===== src/rtl/our_eth_pkg.sv =====
// Shared Ethernet/IPv4/UDP header offsets, constants and dispatch state.
// Used by the receive-side packet dispatcher and its helpers.
package our_eth_pkg;

    localparam logic [5:0] OFF_ETHERTYPE = 6'd12;
    localparam logic [5:0] OFF_VER_IHL   = 6'd14;
    localparam logic [5:0] OFF_PROTO     = 6'd23;
    localparam logic [5:0] OFF_DPORT     = 6'd36;
    localparam logic [5:0] OFF_ULEN      = 6'd38;
    localparam logic [5:0] HDR_LEN       = 6'd42;
    localparam logic [5:0] MAC_LEN       = 6'd6;

    localparam logic [15:0] ETHERTYPE_IPV4 = 16'h0800;
    localparam logic [7:0]  IP_PROTO_UDP   = 8'd17;
    localparam logic [7:0]  IPV4_VER_IHL   = 8'h45;
    localparam logic [15:0] UDP_HDR_LEN    = 16'd8;

    localparam logic [15:0] PORT_ONE  = 16'd5001;
    localparam logic [15:0] PORT_TWO  = 16'd5002;
    localparam logic [47:0] LOCAL_MAC = 48'h0200_0000_0001;
    localparam logic [47:0] BCAST_MAC = 48'hFFFF_FFFF_FFFF;

    typedef enum logic [1:0] {
        ST_IDLE,
        ST_HDR,
        ST_PAYLOAD,
        ST_DRAIN
    } dispatch_state_e;

endpackage


===== src/rtl/our_packet_dispatch_if.sv =====
// MAC byte stream in, registered byte plus per-type enables out.
// master drives the frame bytes; slave is the dispatcher.
interface our_packet_dispatch_if;

    logic [7:0] rx_data;
    logic       rx_dv;
    logic [7:0] dout;
    logic       ena_one;
    logic       ena_two;

    modport master (
        output rx_data,
        output rx_dv,
        input  dout,
        input  ena_one,
        input  ena_two
    );

    modport slave (
        input  rx_data,
        input  rx_dv,
        output dout,
        output ena_one,
        output ena_two
    );

endinterface


===== src/rtl/our_sat_counter.sv =====
// 16-bit event counter that sticks at all-ones instead of wrapping.
module our_sat_counter (
    input  logic        clock,
    input  logic        sclr,
    input  logic        inc,
    output logic [15:0] count
);

    logic [15:0] count_q;
    logic [15:0] count_d;

    always_comb begin
        count_d = count_q;
        if (inc && (count_q != 16'hFFFF)) begin
            count_d = count_q + 16'd1;
        end
    end

    always_ff @(posedge clock) begin
        if (sclr) begin
            count_q <= '0;
        end else begin
            count_q <= count_d;
        end
    end

    assign count = count_q;

endmodule


===== src/rtl/our_packet_dispatch.sv =====
// Parses Ethernet/IPv4/UDP headers and forwards UDP payload by dst port.
// Define DISPATCH_MAC_FILTER_EN to accept only LOCAL_MAC or broadcast.
module our_packet_dispatch
    import our_eth_pkg::*;
(
    input  logic                  clock,
    input  logic                  sclr,
    our_packet_dispatch_if.slave  io,
    output logic [15:0]           cnt_one,
    output logic [15:0]           cnt_two,
    output logic [15:0]           cnt_drop,
    output logic [15:0]           cnt_runt
);

    dispatch_state_e state_q, state_d;
    logic [5:0]  hcnt_q, hcnt_d;
    logic [15:0] remain_q, remain_d;
    logic [15:0] etype_q, etype_d;
    logic [15:0] dport_q, dport_d;
    logic [15:0] ulen_q, ulen_d;
    logic [7:0]  ver_ihl_q, ver_ihl_d;
    logic [7:0]  proto_q, proto_d;
    logic        sel_two_q, sel_two_d;
    logic        armed_q, armed_d;
    logic [7:0]  dout_q, dout_d;
    logic        ena_one_q, ena_one_d;
    logic        ena_two_q, ena_two_d;

    logic inc_one, inc_two, inc_drop, inc_runt;
    logic port_one, port_two, mac_ok, hdr_ok;

`ifdef DISPATCH_MAC_FILTER_EN
    logic [47:0] mac_q, mac_d;
    assign mac_ok = (mac_q == LOCAL_MAC) || (mac_q == BCAST_MAC);
`else
    assign mac_ok = 1'b1;
`endif

    assign port_one = (dport_q == PORT_ONE);
    assign port_two = (dport_q == PORT_TWO);
    assign hdr_ok   = (etype_q == ETHERTYPE_IPV4)
                   && (ver_ihl_q == IPV4_VER_IHL)
                   && (proto_q == IP_PROTO_UDP)
                   && (port_one || port_two)
                   && (ulen_q > UDP_HDR_LEN)
                   && mac_ok;

    always_comb begin
        state_d   = state_q;
        hcnt_d    = hcnt_q;
        remain_d  = remain_q;
        etype_d   = etype_q;
        dport_d   = dport_q;
        ulen_d    = ulen_q;
        ver_ihl_d = ver_ihl_q;
        proto_d   = proto_q;
        sel_two_d = sel_two_q;
        // A frame already in flight at reset release is skipped whole.
        armed_d   = armed_q | ~io.rx_dv;
        dout_d    = io.rx_data;
        ena_one_d = 1'b0;
        ena_two_d = 1'b0;
        inc_one   = 1'b0;
        inc_two   = 1'b0;
        inc_drop  = 1'b0;
        inc_runt  = 1'b0;
`ifdef DISPATCH_MAC_FILTER_EN
        mac_d     = mac_q;
`endif

        unique case (state_q)
            ST_IDLE: begin
                if (io.rx_dv && armed_q) begin
                    state_d = ST_HDR;
                    hcnt_d  = 6'd1;
`ifdef DISPATCH_MAC_FILTER_EN
                    mac_d   = {mac_q[39:0], io.rx_data};
`endif
                end
            end
            ST_HDR: begin
                if (!io.rx_dv) begin
                    state_d  = ST_IDLE;
                    hcnt_d   = 6'd0;
                    inc_drop = 1'b1;
                end else begin
                    hcnt_d = hcnt_q + 6'd1;
`ifdef DISPATCH_MAC_FILTER_EN
                    if (hcnt_q < MAC_LEN) begin
                        mac_d = {mac_q[39:0], io.rx_data};
                    end
`endif
                    unique case (1'b1)
                        hcnt_q == OFF_ETHERTYPE,
                        hcnt_q == OFF_ETHERTYPE + 6'd1:
                            etype_d = {etype_q[7:0], io.rx_data};
                        hcnt_q == OFF_VER_IHL:
                            ver_ihl_d = io.rx_data;
                        hcnt_q == OFF_PROTO:
                            proto_d = io.rx_data;
                        hcnt_q == OFF_DPORT,
                        hcnt_q == OFF_DPORT + 6'd1:
                            dport_d = {dport_q[7:0], io.rx_data};
                        hcnt_q == OFF_ULEN,
                        hcnt_q == OFF_ULEN + 6'd1:
                            ulen_d = {ulen_q[7:0], io.rx_data};
                        default: ;
                    endcase
                    if (hcnt_q == HDR_LEN - 6'd1) begin
                        hcnt_d = 6'd0;
                        if (hdr_ok) begin
                            state_d   = ST_PAYLOAD;
                            remain_d  = ulen_q - UDP_HDR_LEN;
                            sel_two_d = port_two;
                            inc_one   = port_one;
                            inc_two   = port_two;
                        end else begin
                            state_d  = ST_DRAIN;
                            inc_drop = 1'b1;
                        end
                    end
                end
            end
            ST_PAYLOAD: begin
                if (!io.rx_dv) begin
                    state_d  = ST_IDLE;
                    remain_d = 16'd0;
                    inc_runt = 1'b1;
                end else begin
                    remain_d  = remain_q - 16'd1;
                    ena_one_d = ~sel_two_q;
                    ena_two_d = sel_two_q;
                    if (remain_q == 16'd1) begin
                        state_d = ST_DRAIN;
                    end
                end
            end
            ST_DRAIN: begin
                if (!io.rx_dv) begin
                    state_d = ST_IDLE;
                end
            end
            default: state_d = ST_IDLE;
        endcase
    end

    always_ff @(posedge clock) begin
        if (sclr) begin
            state_q   <= ST_IDLE;
            hcnt_q    <= '0;
            remain_q  <= '0;
            etype_q   <= '0;
            dport_q   <= '0;
            ulen_q    <= '0;
            ver_ihl_q <= '0;
            proto_q   <= '0;
            sel_two_q <= 1'b0;
            armed_q   <= 1'b0;
            dout_q    <= '0;
            ena_one_q <= 1'b0;
            ena_two_q <= 1'b0;
`ifdef DISPATCH_MAC_FILTER_EN
            mac_q     <= '0;
`endif
        end else begin
            state_q   <= state_d;
            hcnt_q    <= hcnt_d;
            remain_q  <= remain_d;
            etype_q   <= etype_d;
            dport_q   <= dport_d;
            ulen_q    <= ulen_d;
            ver_ihl_q <= ver_ihl_d;
            proto_q   <= proto_d;
            sel_two_q <= sel_two_d;
            armed_q   <= armed_d;
            dout_q    <= dout_d;
            ena_one_q <= ena_one_d;
            ena_two_q <= ena_two_d;
`ifdef DISPATCH_MAC_FILTER_EN
            mac_q     <= mac_d;
`endif
        end
    end

    assign io.dout    = dout_q;
    assign io.ena_one = ena_one_q;
    assign io.ena_two = ena_two_q;

    our_sat_counter u_cnt_one (
        .clock (clock),
        .sclr  (sclr),
        .inc   (inc_one),
        .count (cnt_one)
    );

    our_sat_counter u_cnt_two (
        .clock (clock),
        .sclr  (sclr),
        .inc   (inc_two),
        .count (cnt_two)
    );

    our_sat_counter u_cnt_drop (
        .clock (clock),
        .sclr  (sclr),
        .inc   (inc_drop),
        .count (cnt_drop)
    );

    our_sat_counter u_cnt_runt (
        .clock (clock),
        .sclr  (sclr),
        .inc   (inc_runt),
        .count (cnt_runt)
    );

endmodule


===== src/flat_wrapper.sv =====
// flat-port wrapper written by rule: the top's interface ports become plain ports
module our_packet_dispatch_flat import our_eth_pkg::*;
  (clock, sclr, cnt_one, cnt_two, cnt_drop, cnt_runt, io_rx_data, io_rx_dv, io_dout, io_ena_one, io_ena_two);
  our_packet_dispatch_if io_i ();
  input  logic clock;
  input  logic sclr;
  output logic [15:0] cnt_one;
  output logic [15:0] cnt_two;
  output logic [15:0] cnt_drop;
  output logic [15:0] cnt_runt;
  input wire logic [$bits(io_i.rx_data)-1:0] io_rx_data;
  input wire logic [$bits(io_i.rx_dv)-1:0] io_rx_dv;
  output wire logic [$bits(io_i.dout)-1:0] io_dout;
  output wire logic [$bits(io_i.ena_one)-1:0] io_ena_one;
  output wire logic [$bits(io_i.ena_two)-1:0] io_ena_two;
  assign io_i.rx_data = io_rx_data;
  assign io_i.rx_dv = io_rx_dv;
  assign io_dout = io_i.dout;
  assign io_ena_one = io_i.ena_one;
  assign io_ena_two = io_i.ena_two;
  our_packet_dispatch u_core (.clock(clock), .sclr(sclr), .io(io_i), .cnt_one(cnt_one), .cnt_two(cnt_two), .cnt_drop(cnt_drop), .cnt_runt(cnt_runt));
endmodule

===== config.mk =====
export PLATFORM = sky130hd
export DESIGN_NAME = our_packet_dispatch_flat
export DESIGN_NICKNAME = d
export VERILOG_FILES = /design/src/rtl/our_eth_pkg.sv /design/src/rtl/our_packet_dispatch_if.sv /design/src/rtl/our_sat_counter.sv /design/src/rtl/our_packet_dispatch.sv /design/src/flat_wrapper.sv
export SDC_FILE = /design/constraint.sdc
export NUM_CORES = 1
export LEC_CHECK = 0
export ABC_AREA = 1
export BUFFER_PORTS_ARGS = -buffer_cell sky130_fd_sc_hd__buf_2
export CAP_MARGIN = 15
export CELL_PAD_IN_SITES_DETAIL_PLACEMENT = 1
export CELL_PAD_IN_SITES_GLOBAL_PLACEMENT = 2
export CORE_MARGIN = 5
export CORE_UTILIZATION = 35
export DETAILED_ROUTE_END_ITERATION = 16
export GPL_TIMING_DRIVEN = 1
export HOLD_SLACK_MARGIN = 0.05
export PLACE_DENSITY_LB_ADDON = 0.1
export SYNTH_ARGS = -nofsm -noshare
export SYNTH_HDL_FRONTEND = slang
export SYNTH_SLANG_ARGS = --single-unit

===== constraint.sdc =====
create_clock -name clock -period 3.31 [get_ports clock]
set_input_delay 0.1655 -clock clock [delete_from_list [all_inputs] [get_ports clock]]
set_output_delay 0.1655 -clock clock [all_outputs]
set_load 0.02 [all_outputs]

== Word-level counts from Yosys, hierarchy flattened ==
Index checks and enable logic that the tools add are counted.
Cells by class
  add/sub/neg operators: 7
  multiply operators: 0
  div/mod/pow operators: 0
  $lt $le $gt $ge: 1
  equality and inequality tests: 29
  shift-type cells: 0
  muxes and demuxes: 31
  bitwise operators: 4
  reductions and logical operators: 26
Operators with widths (count)
  16-bit by 1-bit adder with 16-bit output (second input constant): 4
  16-bit 2-to-1 mux: 4
  16-bit inequality test (second input constant): 4
  16-bit by 13-bit == test with 1-bit output (second input constant): 2
  16-bit one-hot mux with 2 select lines: 1
  6-bit == test (second input constant): 5
  6-bit by 4-bit == test with 1-bit output (second input constant): 3
  6-bit 2-to-1 mux: 3
  16-bit by 1-bit == test with 1-bit output (second input constant): 1
  16-bit by 12-bit == test with 1-bit output (second input constant): 1
  16-bit by 4-bit greater-than comparator with 1-bit output (second input constant): 1
  16-bit by 1-bit subtractor with 16-bit output (second input constant): 1
  16-bit by 4-bit subtractor with 16-bit output (second input constant): 1
  1-bit 2-to-1 mux: 15
  3-bit AND reduction: 5
  2-bit 2-to-1 mux: 6
  6-bit one-hot mux with 2 select lines: 1
  4-bit AND reduction: 3
  1-bit logical AND: 9
  8-bit by 5-bit == test with 1-bit output (second input constant): 1
  8-bit by 7-bit == test with 1-bit output (second input constant): 1
  2-bit one-hot mux with 4 select lines: 1
  6-bit by 1-bit adder with 6-bit output (second input constant): 1
  6-bit by 5-bit == test with 1-bit output (second input constant): 1
  13 further kinds: 23
Word-level totals
  register bits: 164
  latch bits: 0
  RAM bits: 0
  bits in read-only memories: 0
  input port bits: 11
  logic and storage cells: 115
  memories kept: 0

== Longest topological paths before layout ==
Gate-level depths: netlist of run 1.
  depth in word-level cells: 10
  depth in mapped cells: 13

== Hierarchy ==
From an unflattened synthesis of run 1, not the netlist that was laid out.
Second synthesis, totals
  cells, all modules: 1326
  area, all modules: 8659.6 um2
Modules (own cells, without submodules)
  our_packet_dispatch: times used 1, cells each 721, area an instance 4897.2 um2
  our_sat_counter at u_core.u_cnt_drop ...: times used 3, cells each 149, area an instance 929.6 um2
  our_sat_counter at u_core.u_cnt_two: times used 1, cells each 158, area an instance 973.4 um2

== Worst setup path after synthesis of run 1 ==
OpenSTA, ideal clock, no wires.
  path type: reg2reg
  start point: register u_core.u_cnt_drop.count_q[1], in the netlist u_core.u_cnt_drop.count[1]
  end point: register u_core.u_cnt_drop.count_q[6], in the netlist u_core.u_cnt_drop.count[6]
  arrival: 1925 ps
  slack: 1315 ps
  cell stages (with the launch flop): 11
  buffers on the path: 1
  path through: dfxtp_1 -> ha_1 -> nand2_1 -> nor3_2 -> nand2_1 -> nor4_2 -> nand2_1 -> nand3_2 -> buf_4 -> nand2_1 -> a21oi_1
On the way
  longest elaborated chain between the ends: 2
  elaborated cells between the ends (all ways): 3
  classes of those cells: add/sub: 1; eq/ne: 1; reduce/logical: 1
Ends and longest elaborated chain
  start, declared: RTL line our_sat_counter.sv:9  | logic [15:0] count_q;
  start signal, assigned: RTL line our_sat_counter.sv:23  | count_q <= count_d;
  parallel branches: the longest is 2 deep, another holds 16-bit by 1-bit adder with 16-bit output
Several ways; the timed one is not identified.
A chain may end at the register's enable or synchronous reset.

== Worst setup path in the final report of run 1 ==
  start point: register u_core.state_q[1]
  end point: register u_core.u_cnt_runt.count_q[9], in the netlist u_core.u_cnt_runt.count[9]
On the way
  longest elaborated chain between the ends: 3
Ends and longest elaborated chain
  start, declared: RTL line our_packet_dispatch.sv:15  | dispatch_state_e state_q, state_d;
  start signal, assigned: RTL line our_packet_dispatch.sv:166  | state_q <= state_d;
  2-bit == test: RTL line our_packet_dispatch.sv:71  | unique case (state_q)
  1-bit 2-to-1 mux: RTL line our_packet_dispatch.sv:71
  1-bit logical AND: RTL line our_sat_counter.sv:14  | if (inc && (count_q != 16'hFFFF)) begin
  end signal, assigned: RTL line our_sat_counter.sv:23
  end, declared: RTL line our_sat_counter.sv:9
Every way passes these cells.

==> results by group, run 1 <==
GRT
  – Vias in the first global route: about 8,200
  – First-pass GRT wire length: 41,500 µm
  – Initial antenna violation count: 0
  – Overflow left after global routing: 0
  – Largest net degree at the start of global routing: just under 60
  – Overall Global Routing Usage: roughly a fifth

Synth
  – Mapped Cells: approximately 1,200
  – Distinct cells, synth: 42
  – Synth Flop Type: dfxtp_1
  – Register bit total from synthesis: 164
  – Post-synth EDFFs: 0
  – Mean Syn Cell Area: 6.80 µm²
  – Mapped Nets: about 1,200
  – Register area share after synthesis: 39.6%
  – Async S/R FF share, synth: 0%
  – Syn. warnings: 0
  – Cell Area, Synth: 0.00830 mm²

Power and ir drop
  – Maximum VDD drop: 0.311 mV
  – Combinational share of power: 20.6%
  – Clock power share: roughly two fifths
  – Power share of the sequential group: about two fifths
  – Net Sw Frac: about a third
  – Pwr/cell area: 552 mW/mm²
  – NetSw: ~1800 µW
  – Leakage: around 0.0039 µW
  – Internal power: approximately 3500 µW
  – Overall power: 5320 µW

Worst setup path
  – Setup Crit Path Kind: flop to flop
  – Critical path startpoint category: flop
  – Register-to-Register Path Depth: 10
  – Slowest CP cell: dfxtp_1
  – CP arrival: 2.82 ns
  – R2r endpoint: u_core.u_cnt_runt.count[9]$_SDFFE_PP0P_
  – Largest fanout on the critical path: 13
  – R2r startpoint: u_core.state_q[1]$_SDFFE_PP0P_
  – Crit end category: flop
  – Reg-to-reg slack, setup: a little over 0.8 ns
  – Most common cell on crit path: nor2_1
  – Worst path required time: between 3 and 4 ns
  – CP peak stage delay: a little under 0.5 ns
  – Cell chain of the critical path: inv_1 > nor2_2 > inv_2 > nor2_1 > nand2_1 > nor2_1 > nand2_1 > nor2_1 > a21oi_1 > o21a_1

Routing
  – Initial DRC count: 460
  – Routed length per instance: between 15 and 20 µm
  – Uppermost layer routed: met4
  – Vias per cell: between 4 and 5
  – Metal2 WL: between 10,000 and 15,000 µm
  – M1 wire length: roughly 12,000 µm
  – DRC: 0
  – Antenna Violating Nets Remaining: 0
  – DR vias: roughly 8,000
  – Met3 routed WL: ~600 µm
  – Routed WL: 24,500 µm
  – First-pass iteration count of the detailed router: 4

Layout
  – Finished Layout Cells: 1,625
  – Area growth, synth to finish: 16.1%
  – Multi-input gate area: just over 0.004 mm²
  – Post-layout util: 41.2%
  – Register area: roughly 0.0033 mm²
  – Diode count: 0
  – Filler Cells Inserted: 3,100
  – Final net count: 1,315
  – Share of cells above drive strength 1: 11.6%

Timing
  – Minimum clock period: roughly 2.5 ns
  – Clock Skews: ~0.016 ns
  – Max Fclk: 403 MHz
  – Worst-Margin Slew: roughly 0.87 ns
  – RSZ-0062 raised after global routing: false
  – Period utilization: about three quarters
  – Fin Setup TNS: 0 ns
  – Worst slew margin: around two fifths
  – Max-slew violation count: 0
  – Fin. Hold Viols: 0
  – Final setup fails: 0

Min path
  – HP Class: input port to flop
  – Hold_sp: io_rx_data[4]
  – Hold worst-path end: u_core.io.dout[4]$_SDFF_PP0_
  – Min-Delay Path Depth: 3

Clocking
  – Clock root buffer: clkbuf_16
  – Clk_lat worst skew: around 0.43 ns
  – Clk pin slew, worst setup/hold paths: 0.08 ns
  – CTS buffer count: 17
  – CTS max path bufs: 2
  – Clock Sinks: approximately 160
  – Post-CTS sizing: 0
  – Htree depth: 4
  – CTS tree: yes
  – Post-CTS setup buffer count: 0

Floorplanning
  – Starting Density: between 30 and 40%
  – Boundary Pins: between 80 and 90
  – Core area: approximately 0.023 mm²
  – Die H: approximately 160 µm
  – Chip width: between 150 and 200 µm
  – Row count: 56
  – Die area: around 0.027 mm²

Placement
  – Dpl cells: 1,591
  – Port buffer count: between 80 and 90
  – RD Place Congestion: 0.783
  – Final HPWL DP: 17,600 µm

Outcome
  – Status: finished, final reports clean

Run
  – Max Cap Viol: 0
==> state kept, by name, indices dropped and copies added (netlist names) <==
name	flops
u_core.dport_q	16
u_core.etype_q	16
u_core.remain_q	16
u_core.u_cnt_drop.count	16
u_core.u_cnt_one.count	16
u_core.u_cnt_runt.count	16
u_core.u_cnt_two.count	16
u_core.ulen_q	16
u_core.io.dout	8
u_core.proto_q	8
u_core.ver_ihl_q	8
u_core.hcnt_q	6
u_core.state_q	2
u_core.armed_q	1
u_core.io.ena_one	1
u_core.io.ena_two	1
u_core.sel_two_q	1
==> per-layer routing <==
metal | track usage, % | up-vias
li1 | - | 4126
met1 | 25.1 | 3811
met2 | 32.1 | 86
met3 | 3.51 | 15
met4 | 3.89 | 0
met5 | 0 | -
==> synthesized netlist by cell type, drive strengths merged, types with 12 or more instances <==
master  number  area, µm²
inv        182        683
nand3       55        280
nand4       41        272
nor3        31        170
dfxtp      164       3280
o21ai      114        571
buf         13       81.3
a211oi      12       90.1
nand2      201        764
xor2        18        158
clkbuf      29        109
nor2       185        738
a21oi      118        591
==> stage by stage <==
stage	instance area [µm²]	setup WS, ns	hold WS (ns)
finish	9640	0.828	0.0644
global route	9640	0.596	0.0797
CTS	9640	0.853	0.0525
detailed placement	9010	0.848	0.438
global placement	9010	0.926	0.433
floorplan	8300	1.32	0.302
==> power by group through the flow <==
stage / Clock (µW) / Combinational [µW] / Sequential [µW]
2_1_floorplan: 0 / 797 / 2210
3_3_place_gp: 0 / 1080 / 2220
3_5_place_dp: 0 / 1100 / 2220
4_1_cts: 2120 / 1110 / 2180
5_1_grt: 2200 / 1250 / 2190
6_report: 2050 / 1090 / 2180
==> critical path: cells and delay by family (launching register included) <==
| kind | cells | cell delay [ns] |
|---|---|---|
| flops | 1 | 0.49 |
| simple gates | 6 | 1.41 |
| compound gates | 2 | 0.21 |
| buf+inv | 2 | 0.27 |
==> kinds of logic after synthesis <==
family	Yosys count	share of synthesized area [%]
simple gates	534	28.9
compound gates	259	16.4
buf+inv	225	10.6
flops	164	39.6
xor+xnor	28	2.96
fa+ha+maj	11	1.66
==> worst max-delay path by stage <==
stage | startpoint | endpoint | slack, ns
3_5_place_dp | u_core.state_q[1]$_SDFFE_PP0P_ | u_core.u_cnt_runt.count[9]$_SDFFE_PP0P_ | 0.85
3_3_place_gp | u_core.state_q[1]$_SDFFE_PP0P_ | u_core.u_cnt_runt.count[9]$_SDFFE_PP0P_ | 0.93
6_report | u_core.state_q[1]$_SDFFE_PP0P_ | u_core.u_cnt_runt.count[9]$_SDFFE_PP0P_ | 0.83
2_1_floorplan | u_core.u_cnt_drop.count[1]$_SDFFE_PP0P_ | u_core.u_cnt_drop.count[6]$_SDFFE_PP0P_ | 1.32
4_1_cts | u_core.state_q[1]$_SDFFE_PP0P_ | u_core.u_cnt_runt.count[9]$_SDFFE_PP0P_ | 0.85
5_1_grt | u_core.state_q[1]$_SDFFE_PP0P_ | u_core.u_cnt_runt.count[9]$_SDFFE_PP0P_ | 0.60
==> cells in the final DEF (no fill, tap or decap), types with 5 or more instances in the layout <==
master,netlist,routed
nor4_1,7,7
nand3_1,54,54
ha_1,11,11
a211oi_1,12,12
xor2_1,18,18
a21oi_1,118,118
nor2_1,179,179
inv_1,178,178
clkbuf_16,0,17
xnor2_1,10,10
nand4_1,40,40
inv_2,4,5
o21ai_0,110,110
nand2_1,197,197
buf_2,5,84
buf_4,5,8
nor3_1,28,28
dfxtp_1,164,164
==> final cells by class <==
cell class,instances,share of cell area [%]
tap,319,4.14
multi-input combinational,832,42.9
timing repair buffer,95,5.40
clock buffer,17,4.41
inverter,183,7.13
clock inverter,15,1.92
sequential,164,34.1
==> repair_timing <==
item / in CTS / in global routing
setup endpoints to repair: 0 / 0
hold buffers: 2 / 0
hold endpoints to repair: 2 / 0
(Power assumes the default switching activity.)
==> inputs of run 2 (changes only) <==
--- a/config.mk
+++ b/config.mk
@@ -11,7 +11,7 @@
 export CELL_PAD_IN_SITES_DETAIL_PLACEMENT = 1
 export CELL_PAD_IN_SITES_GLOBAL_PLACEMENT = 2
 export CORE_MARGIN = 5
-export CORE_UTILIZATION = 35
+export CORE_UTILIZATION = 30
 export DETAILED_ROUTE_END_ITERATION = 16
 export GPL_TIMING_DRIVEN = 1
 export HOLD_SLACK_MARGIN = 0.05
==> constraint.sdc (replaced) <==
create_clock -name clock -period 2.15 [get_ports clock]
set_input_delay 0.1075 -clock clock [delete_from_list [all_inputs] [get_ports clock]]
set_output_delay 0.1075 -clock clock [all_outputs]
set_load 0.02 [all_outputs]
==> results by group, run 2 (synthesized netlist as in run 1, its figures left out) <==
Outcome
  – Status: finished, final reports clean

Power and ir drop
  – Leakage: 0.00414 µW (+7.1%)
  – Pwr/cell area: 813 mW/mm² (+47%)
  – Maximum VDD drop: 0.528 mV (+70%)

Clocking
  – Htree depth: 4 (unchanged)
  – CTS tree: yes
  – Clk pin slew, worst setup/hold paths: 0.08 ns (about the same)
  – Clk_lat worst skew: 0.44 ns (about the same)
  – Clock root buffer: clkbuf_16
  – Clock Sinks: 164 (unchanged)
  – CTS max path bufs: 2 (unchanged)
  – CTS buffer count: 17 (unchanged)

Timing
  – Worst slew margin: 53.4% (+12 points)
  – Period utilization: 91.1% (+16 points)
  – Fin Setup TNS: 0 ns (unchanged)
  – Worst-Margin Slew: 0.698 ns (-0.170 ns)
  – Minimum clock period: 1.96 ns (-0.523 ns)
  – Clock Skews: 0.0191 ns (+0.00309 ns)
  – Hold slack: 0.0959 ns (+0.0315 ns)
  – Final worst slack: 0.192 ns (-0.637 ns)
  – Final setup fails: 0 (unchanged)
  – RSZ-0062 raised after global routing: false
  – Max-slew violation count: 0 (unchanged)
  – Fin. Hold Viols: 0 (unchanged)
  – Max Fclk: 511 MHz (+27%)

Worst setup path
  – CP arrival: 2.33 ns (-0.49 ns)
  – Worst path required time: 2.52 ns (-1.12 ns)
  – Crit end category: flop
  – Cell chain of the critical path: nor2_1 > nand3_2 > nor2_1 > nand2_1 > nor2_1 > buf_4 > nand4_4 > nor2_4 > buf_12 > buf_4 > nand3_1 > nand2_1 > nand2_1 > nor2_1
  – CP peak stage delay: 0.33 ns (-0.16 ns)
  – Slowest CP cell: dfxtp_1
  – Critical path startpoint category: flop
  – Most common cell on crit path: nor2_1
  – Largest fanout on the critical path: 4 (-9)
  – Setup Crit Path Kind: flop to flop
  – R2r startpoint: u_core.ver_ihl_q[4]$_SDFFE_PP0P_
  – Register-to-Register Path Depth: 14 (+4)
  – Crit path buf inv count: 3 (+1)
  – Cell family with most CP delay: simple AND/OR/NAND/NOR gates
  – Source of the critical timing path: u_core.ver_ihl_q[4]$_SDFFE_PP0P_
  – CP Depth: 14 (+4)

Layout
  – Finished Layout Cells: 1,730 (+6.5%)
  – Diode count: 0 (unchanged)
  – Most frequent cells in the layout: nand2_1 (194), inv_1 (178), nor2_1 (175)
  – Area growth, synth to finish: 23.1%
  – Register area: 0.00328 mm² (unchanged)
  – Filler Cells Inserted: 3,503 (+13%)
  – Most common cell after layout, fill and taps aside: nand2_1
  – Share of cells above drive strength 1: 15.3% (+3.8 points)
  – Cell area after layout: 0.0102 mm² (+6.0%)
  – Final net count: 1,367 (+4.0%)
  – Multi-input gate area: 0.00419 mm² (+1.3%)

GRT
  – Initial antenna violation count: 0 (unchanged)
  – Overall Global Routing Usage: 16.4% (-2.5 points)
  – Largest net degree at the start of global routing: 55 (-6.8%)
  – Vias in the first global route: 8,232 (+0.21%)
  – First-pass GRT wire length: 42,100 µm (+1.5%)
  – Overflow left after global routing: 0 (unchanged)

Routing
  – DRC: 0 (unchanged)
  – Initial DRC count: 301 (-35%)
  – Vias per cell: 4.66 (-5.8%)
  – Routed WL: 25,400 µm (+3.7%)
  – Routed length per instance: 14.7 µm (-2.6%)
  – First-pass iteration count of the detailed router: 4 (unchanged)
  – Antenna Violating Nets Remaining: 0 (unchanged)
  – DR vias: 8,058 (+0.25%)

Floorplanning
  – Boundary Pins: 85 (unchanged)
  – Chip width: 176 µm (+7.5%)
  – Die H: 176 µm (+7.5%)
  – Die area: 0.0311 mm² (+16%)
  – Core area: 0.0271 mm² (+16%)
  – Row count: 60 (+7.1%)
  – Starting Density: 30.6% (-4.8 points)

Min path
  – Hold_sp: sclr
  – Min-Delay Path Depth: 4 (+1)
  – HP Class: input port to flop

Run
  – Max Cap Viol: 0 (unchanged)

Placement
  – Setup WS pre-CTS: 0.0735 ns (-0.774 ns)
  – Placed inst area: 0.00942 mm² (+4.5%)
  – Dpl cells: 1,688 (+6.1%)
  – Final HPWL DP: 18,800 µm (+6.7%)
  – RD Place Congestion: 0.777 (-0.74%)
  – Port buffer count: 84 (unchanged)
## run 2: final timing paths
kind                                              endpoint  slack, ns
setup / recovery   u_core.u_cnt_one.count[10]$_SDFFE_PP0P_       0.19
hold / removal    u_core.u_cnt_drop.count[12]$_SDFFE_PP0P_        0.1
setup reg to reg   u_core.u_cnt_one.count[10]$_SDFFE_PP0P_       0.19
hold reg to reg               u_core.io.ena_one$_SDFF_PP0_       0.43
## run 2: report_power, final
group | total [µW] | switching (µW) | internal, µW | leakage (µW)
combinational | 1800 | 1190 | 612 | 0.00251
sequential | 3330 | 143 | 3190 | 0.00133
clock | 3160 | 1570 | 1600 | 0.000300
## run 2: worst reg2reg max path, cell delays in order, from the launching register on
cell	delay, ns
dfxtp_1	0.33
nor2_1	0.14
nand3_2	0.11
nor2_1	0.10
nand2_1	0.07
nor2_1	0.10
buf_4	0.14
nand4_4	0.14
nor2_4	0.24
buf_12	0.14
buf_4	0.10
nand3_1	0.08
nand2_1	0.07
nand2_1	0.05
nor2_1	0.08
## run 2: what timing repair did
action / CTS / global route
hold buffers: 9 / 0
setup buffers: 0 / 1
endpoints found under the setup margin: 0 / 38
hold endpoints to repair: 25 / 0
gates resized for setup: 0 / 20
## run 2: stage by stage
stage | util [%] | power, µW
after floorplan | - | 4630
after global routing | 37.7 | 8820
final | 37.7 | 8300
after detailed placement | 34.7 | 5200
after CTS | 37.4 | 8450
after global placement | 34.7 | 5200
## run 2: metal layers
layer,vias up,track usage (%),part of all wire [%]
met4,0,3.31,0.74
met1,3760,22.4,50
met3,12,2.44,2.0
met2,64,27.7,47
li1,4222,-,-
met5,-,0,0
## run 2: cell type report
class | count | area share, %
Sequential cell | 164 | 32.1
Tap cell | 372 | 4.56
Multi-Input combinational cell | 832 | 41.1
Inverter | 183 | 6.73
Clock inverter | 15 | 1.95
Clock buffer | 17 | 4.17
Timing Repair Buffer | 147 | 9.41
==> inputs of run 3 (changes only) <==
--- a/config.mk
+++ b/config.mk
@@ -5,13 +5,12 @@
 export SDC_FILE = /design/constraint.sdc
 export NUM_CORES = 1
 export LEC_CHECK = 0
-export ABC_AREA = 1
 export BUFFER_PORTS_ARGS = -buffer_cell sky130_fd_sc_hd__buf_2
 export CAP_MARGIN = 15
 export CELL_PAD_IN_SITES_DETAIL_PLACEMENT = 1
 export CELL_PAD_IN_SITES_GLOBAL_PLACEMENT = 2
 export CORE_MARGIN = 5
-export CORE_UTILIZATION = 30
+export CORE_UTILIZATION = 32
 export DETAILED_ROUTE_END_ITERATION = 16
 export GPL_TIMING_DRIVEN = 1
 export HOLD_SLACK_MARGIN = 0.05
==> results by group, run 3 <==
Clocking
  – CTS buffer count: 17 (unchanged)
  – Clock Sinks: 164 (unchanged)
  – CTS tree: yes
  – CTS max path bufs: 2 (unchanged)
  – Clk_lat worst skew: 0.43 ns (about the same)
  – Htree depth: 4 (unchanged)
  – Clk pin slew, worst setup/hold paths: 0.07 ns (about the same)
  – Clock root buffer: clkbuf_16

Layout
  – Cell area after layout: 0.0106 mm² (+3.7%)
  – Most frequent cells in the layout: nor2_1 (159), dfxtp_1 (157), buf_4 (102)
  – Post-layout util: 45.4% (+7.7 points)
  – Final net count: 1,095 (-20%)
  – Area growth, synth to finish: 40.6%
  – Filler Cells Inserted: 2,702 (-23%)
  – Register area: 0.00329 mm² (+0.27%)
  – Diode count: 0 (unchanged)
  – Most common cell after layout, fill and taps aside: nor2_1
  – Multi-input gate area: 0.00458 mm² (+9.1%)
  – Share of cells above drive strength 1: 31.8% (+16 points)
  – Finished Layout Cells: 1,405 (-19%)

Outcome
  – Failing checks: negative setup slack
  – Status: complete, but fails checks

Floorplanning
  – Core area: 0.0233 mm² (-14%)
  – Die H: 163 µm (-7.3%)
  – Starting Density: 32.3% (+1.7 points)
  – Die area: 0.0267 mm² (-14%)
  – Boundary Pins: 85 (unchanged)
  – Row count: 56 (-6.7%)
  – Chip width: 163 µm (-7.3%)

Worst setup path
  – Crit end category: flop
  – Setup Crit Path Kind: flop to flop
  – Reg-to-reg slack, setup: -0.07 ns (-0.27 ns)
  – Worst path required time: 2.46 ns (-0.06 ns)
  – Critical path startpoint category: flop
  – Largest fanout on the critical path: 6 (+2)
  – CP arrival: 2.54 ns (+0.21 ns)

Timing
  – Worst slew margin: 64.4% (+11 points)
  – Fin. Hold Viols: 0 (unchanged)
  – Clock Skews: 0.0184 ns (-0.000657 ns)
  – Period utilization: 103% (+12 points)
  – Fin Setup TNS: -0.917 ns (-0.917 ns)
  – Final worst slack: -0.0748 ns (-0.266 ns)
  – Minimum clock period: 2.22 ns (+0.266 ns)
  – Max-slew violation count: 0 (unchanged)
  – Max Fclk: 449 MHz (-12%)
  – Worst-Margin Slew: 0.534 ns (-0.164 ns)
  – Final setup fails: 31 (+31)
  – RSZ-0062 raised after global routing: true

Placement
  – RD Place Congestion: 0.809 (+4.1%)
  – Dpl cells: 1,330 (-21%)
  – Placed inst area: 0.00895 mm² (-5.0%)
  – Final HPWL DP: 16,100 µm (-14%)
  – Port buffer count: 84 (unchanged)

Run
  – Max Cap Viol: 0 (unchanged)

Synth
  – Top post-synthesis cells by area: dfxtp_1 (44%), nor2_1 (8.4%), mux2i_1 (8.0%), xnor2_1 (4.8%), nand2_1 (3.9%)
  – Most common cell in the netlist: nor2_1
  – Syn. warnings: 0 (unchanged)
  – Mapped Cells: 874 (-28%)
  – Distinct cells, synth: 61 (+45%)
  – Commonest cells post-synth: nor2_1 (168), dfxtp_1 (164), nand2_1 (79), mux2i_1 (60), xnor2_1 (41)
  – Mapped Nets: 896 (-28%)
  – Cell Area, Synth: 0.00753 mm² (-9.2%)
  – Mean Syn Cell Area: 8.62 µm² (+27%)
  – Register area share after synthesis: 43.6% (+4.0 points)
  – Dominant cell type by area after synthesis: dfxtp_1
  – Post-synth top area share: 43.6% (+4.0 points)
  – Synth Flop Type: dfxtp_1
  – Post-synth EDFFs: 0 (unchanged)
  – Register bit total from synthesis: 164 (unchanged)
  – Async S/R FF share, synth: 0% (unchanged)

Power and ir drop
  – Overall power: 6460 µW (-22%)
  – Pwr/cell area: 610 mW/mm² (-25%)
  – Leakage: 0.00427 µW (+3.1%)
  – Maximum VDD drop: 0.400 mV (-24%)

GRT
  – Initial antenna violation count: 0 (unchanged)
  – Overflow left after global routing: 0 (unchanged)
  – Largest net degree at the start of global routing: 101 (+84%)
  – Overall Global Routing Usage: 17.7% (+1.3 points)
  – First-pass GRT wire length: 38,400 µm (-8.8%)
  – Vias in the first global route: 7,468 (-9.3%)

Routing
  – Initial DRC count: 303 (+0.66%)
  – Antenna Violating Nets Remaining: 0 (unchanged)
  – DRC: 0 (unchanged)
  – Routed length per instance: 16.8 µm (+14%)
  – Routed WL: 23,600 µm (-7.1%)
  – DR vias: 6,959 (-14%)
  – First-pass iteration count of the detailed router: 4 (unchanged)
  – Vias per cell: 4.95 (+6.3%)

Min path
  – HP Class: input port to flop
==> run 3: final cells by class <==
cell class	instances	share of cell area (%)
multi-input cells	654	43.2
flip-flops and latches	164	31.1
repair buffers	218	15.5
clock buffers	17	4.02
well taps	319	3.77
clock inverters	15	1.77
inverters	18	0.638
==> run 3: where the power goes <==
| part | switching (µW) | internal, µW | total (µW) | leakage [µW] |
|---|---|---|---|---|
| logic | 136 | 66.7 | 202 | 0.00265 |
| registers | 8.29 | 3050 | 3060 | 0.00133 |
| clock network | 1430 | 1770 | 3200 | 0.000291 |
| total | 1570 | 4880 | 6460 | 0.00427 |
==> run 3: cell families after synthesis <==
logic type,Yosys count,share of synthesized area [%]
flip-flops,164,43.6
XOR/XNOR,72,8.37
AO/OA/AOI/OAI,93,7.56
AND/OR/NAND/NOR,416,27.3
adder cells (fa/ha/maj),11,1.83
buffers and inverters,57,3.26
multiplexers,61,8.12
==> run 3: final timing paths <==
check,cells after the start,from,to
hold reg to reg,1,u_core.sel_two_q$_SDFFE_PP0P_,u_core.io.ena_one$_SDFF_PP0_
setup / recovery,10,u_core.etype_q[0]$_SDFFE_PP0P_,u_core.u_cnt_one.count[6]$_SDFFE_PP0P_
setup reg to reg,10,u_core.etype_q[0]$_SDFFE_PP0P_,u_core.u_cnt_one.count[6]$_SDFFE_PP0P_
hold / removal,3,io_rx_dv,u_core.armed_q$_SDFF_PP0_
==> run 3: metal layers <==
layer  vias to the layer above  part of all wire [%]  GRT usage (%)
met5                         -                     0              0
met4                         0                   1.1           4.27
met3                        19                   2.5           2.88
met2                       103                    51           31.8
met1                      3419                    45           22.2
li1                       3418                     -              -
==> run 3: worst max-delay path, cell delays in order, from the launching register on <==
cell     delay (ns)
dfxtp_2        0.34
nor4_4         0.28
nand4_1        0.15
buf_4          0.18
nor4_4         0.27
buf_4          0.19
and2_4         0.18
buf_12         0.14
and4_1         0.21
xnor2_1        0.12
nor2_1         0.05
==> run 3: what timing repair did <==
item                       4_1_cts  5_1_grt
setup endpoints to repair       64       71
buffers inserted                26       11
hold buffers                     9        0
gates cloned                     3        1
hold endpoints to repair        25        0
pin swaps                       35       53
resized for setup               69       70
==> run 3: stage by stage <==
step	hold slack, ns	setup WS (ns)
floorplan	0.236	0.0316
global placement	0.429	-0.270
detailed placement	0.442	-0.326
CTS	0.0862	-0.0707
global route	0.111	-0.222
finish	0.107	-0.0748
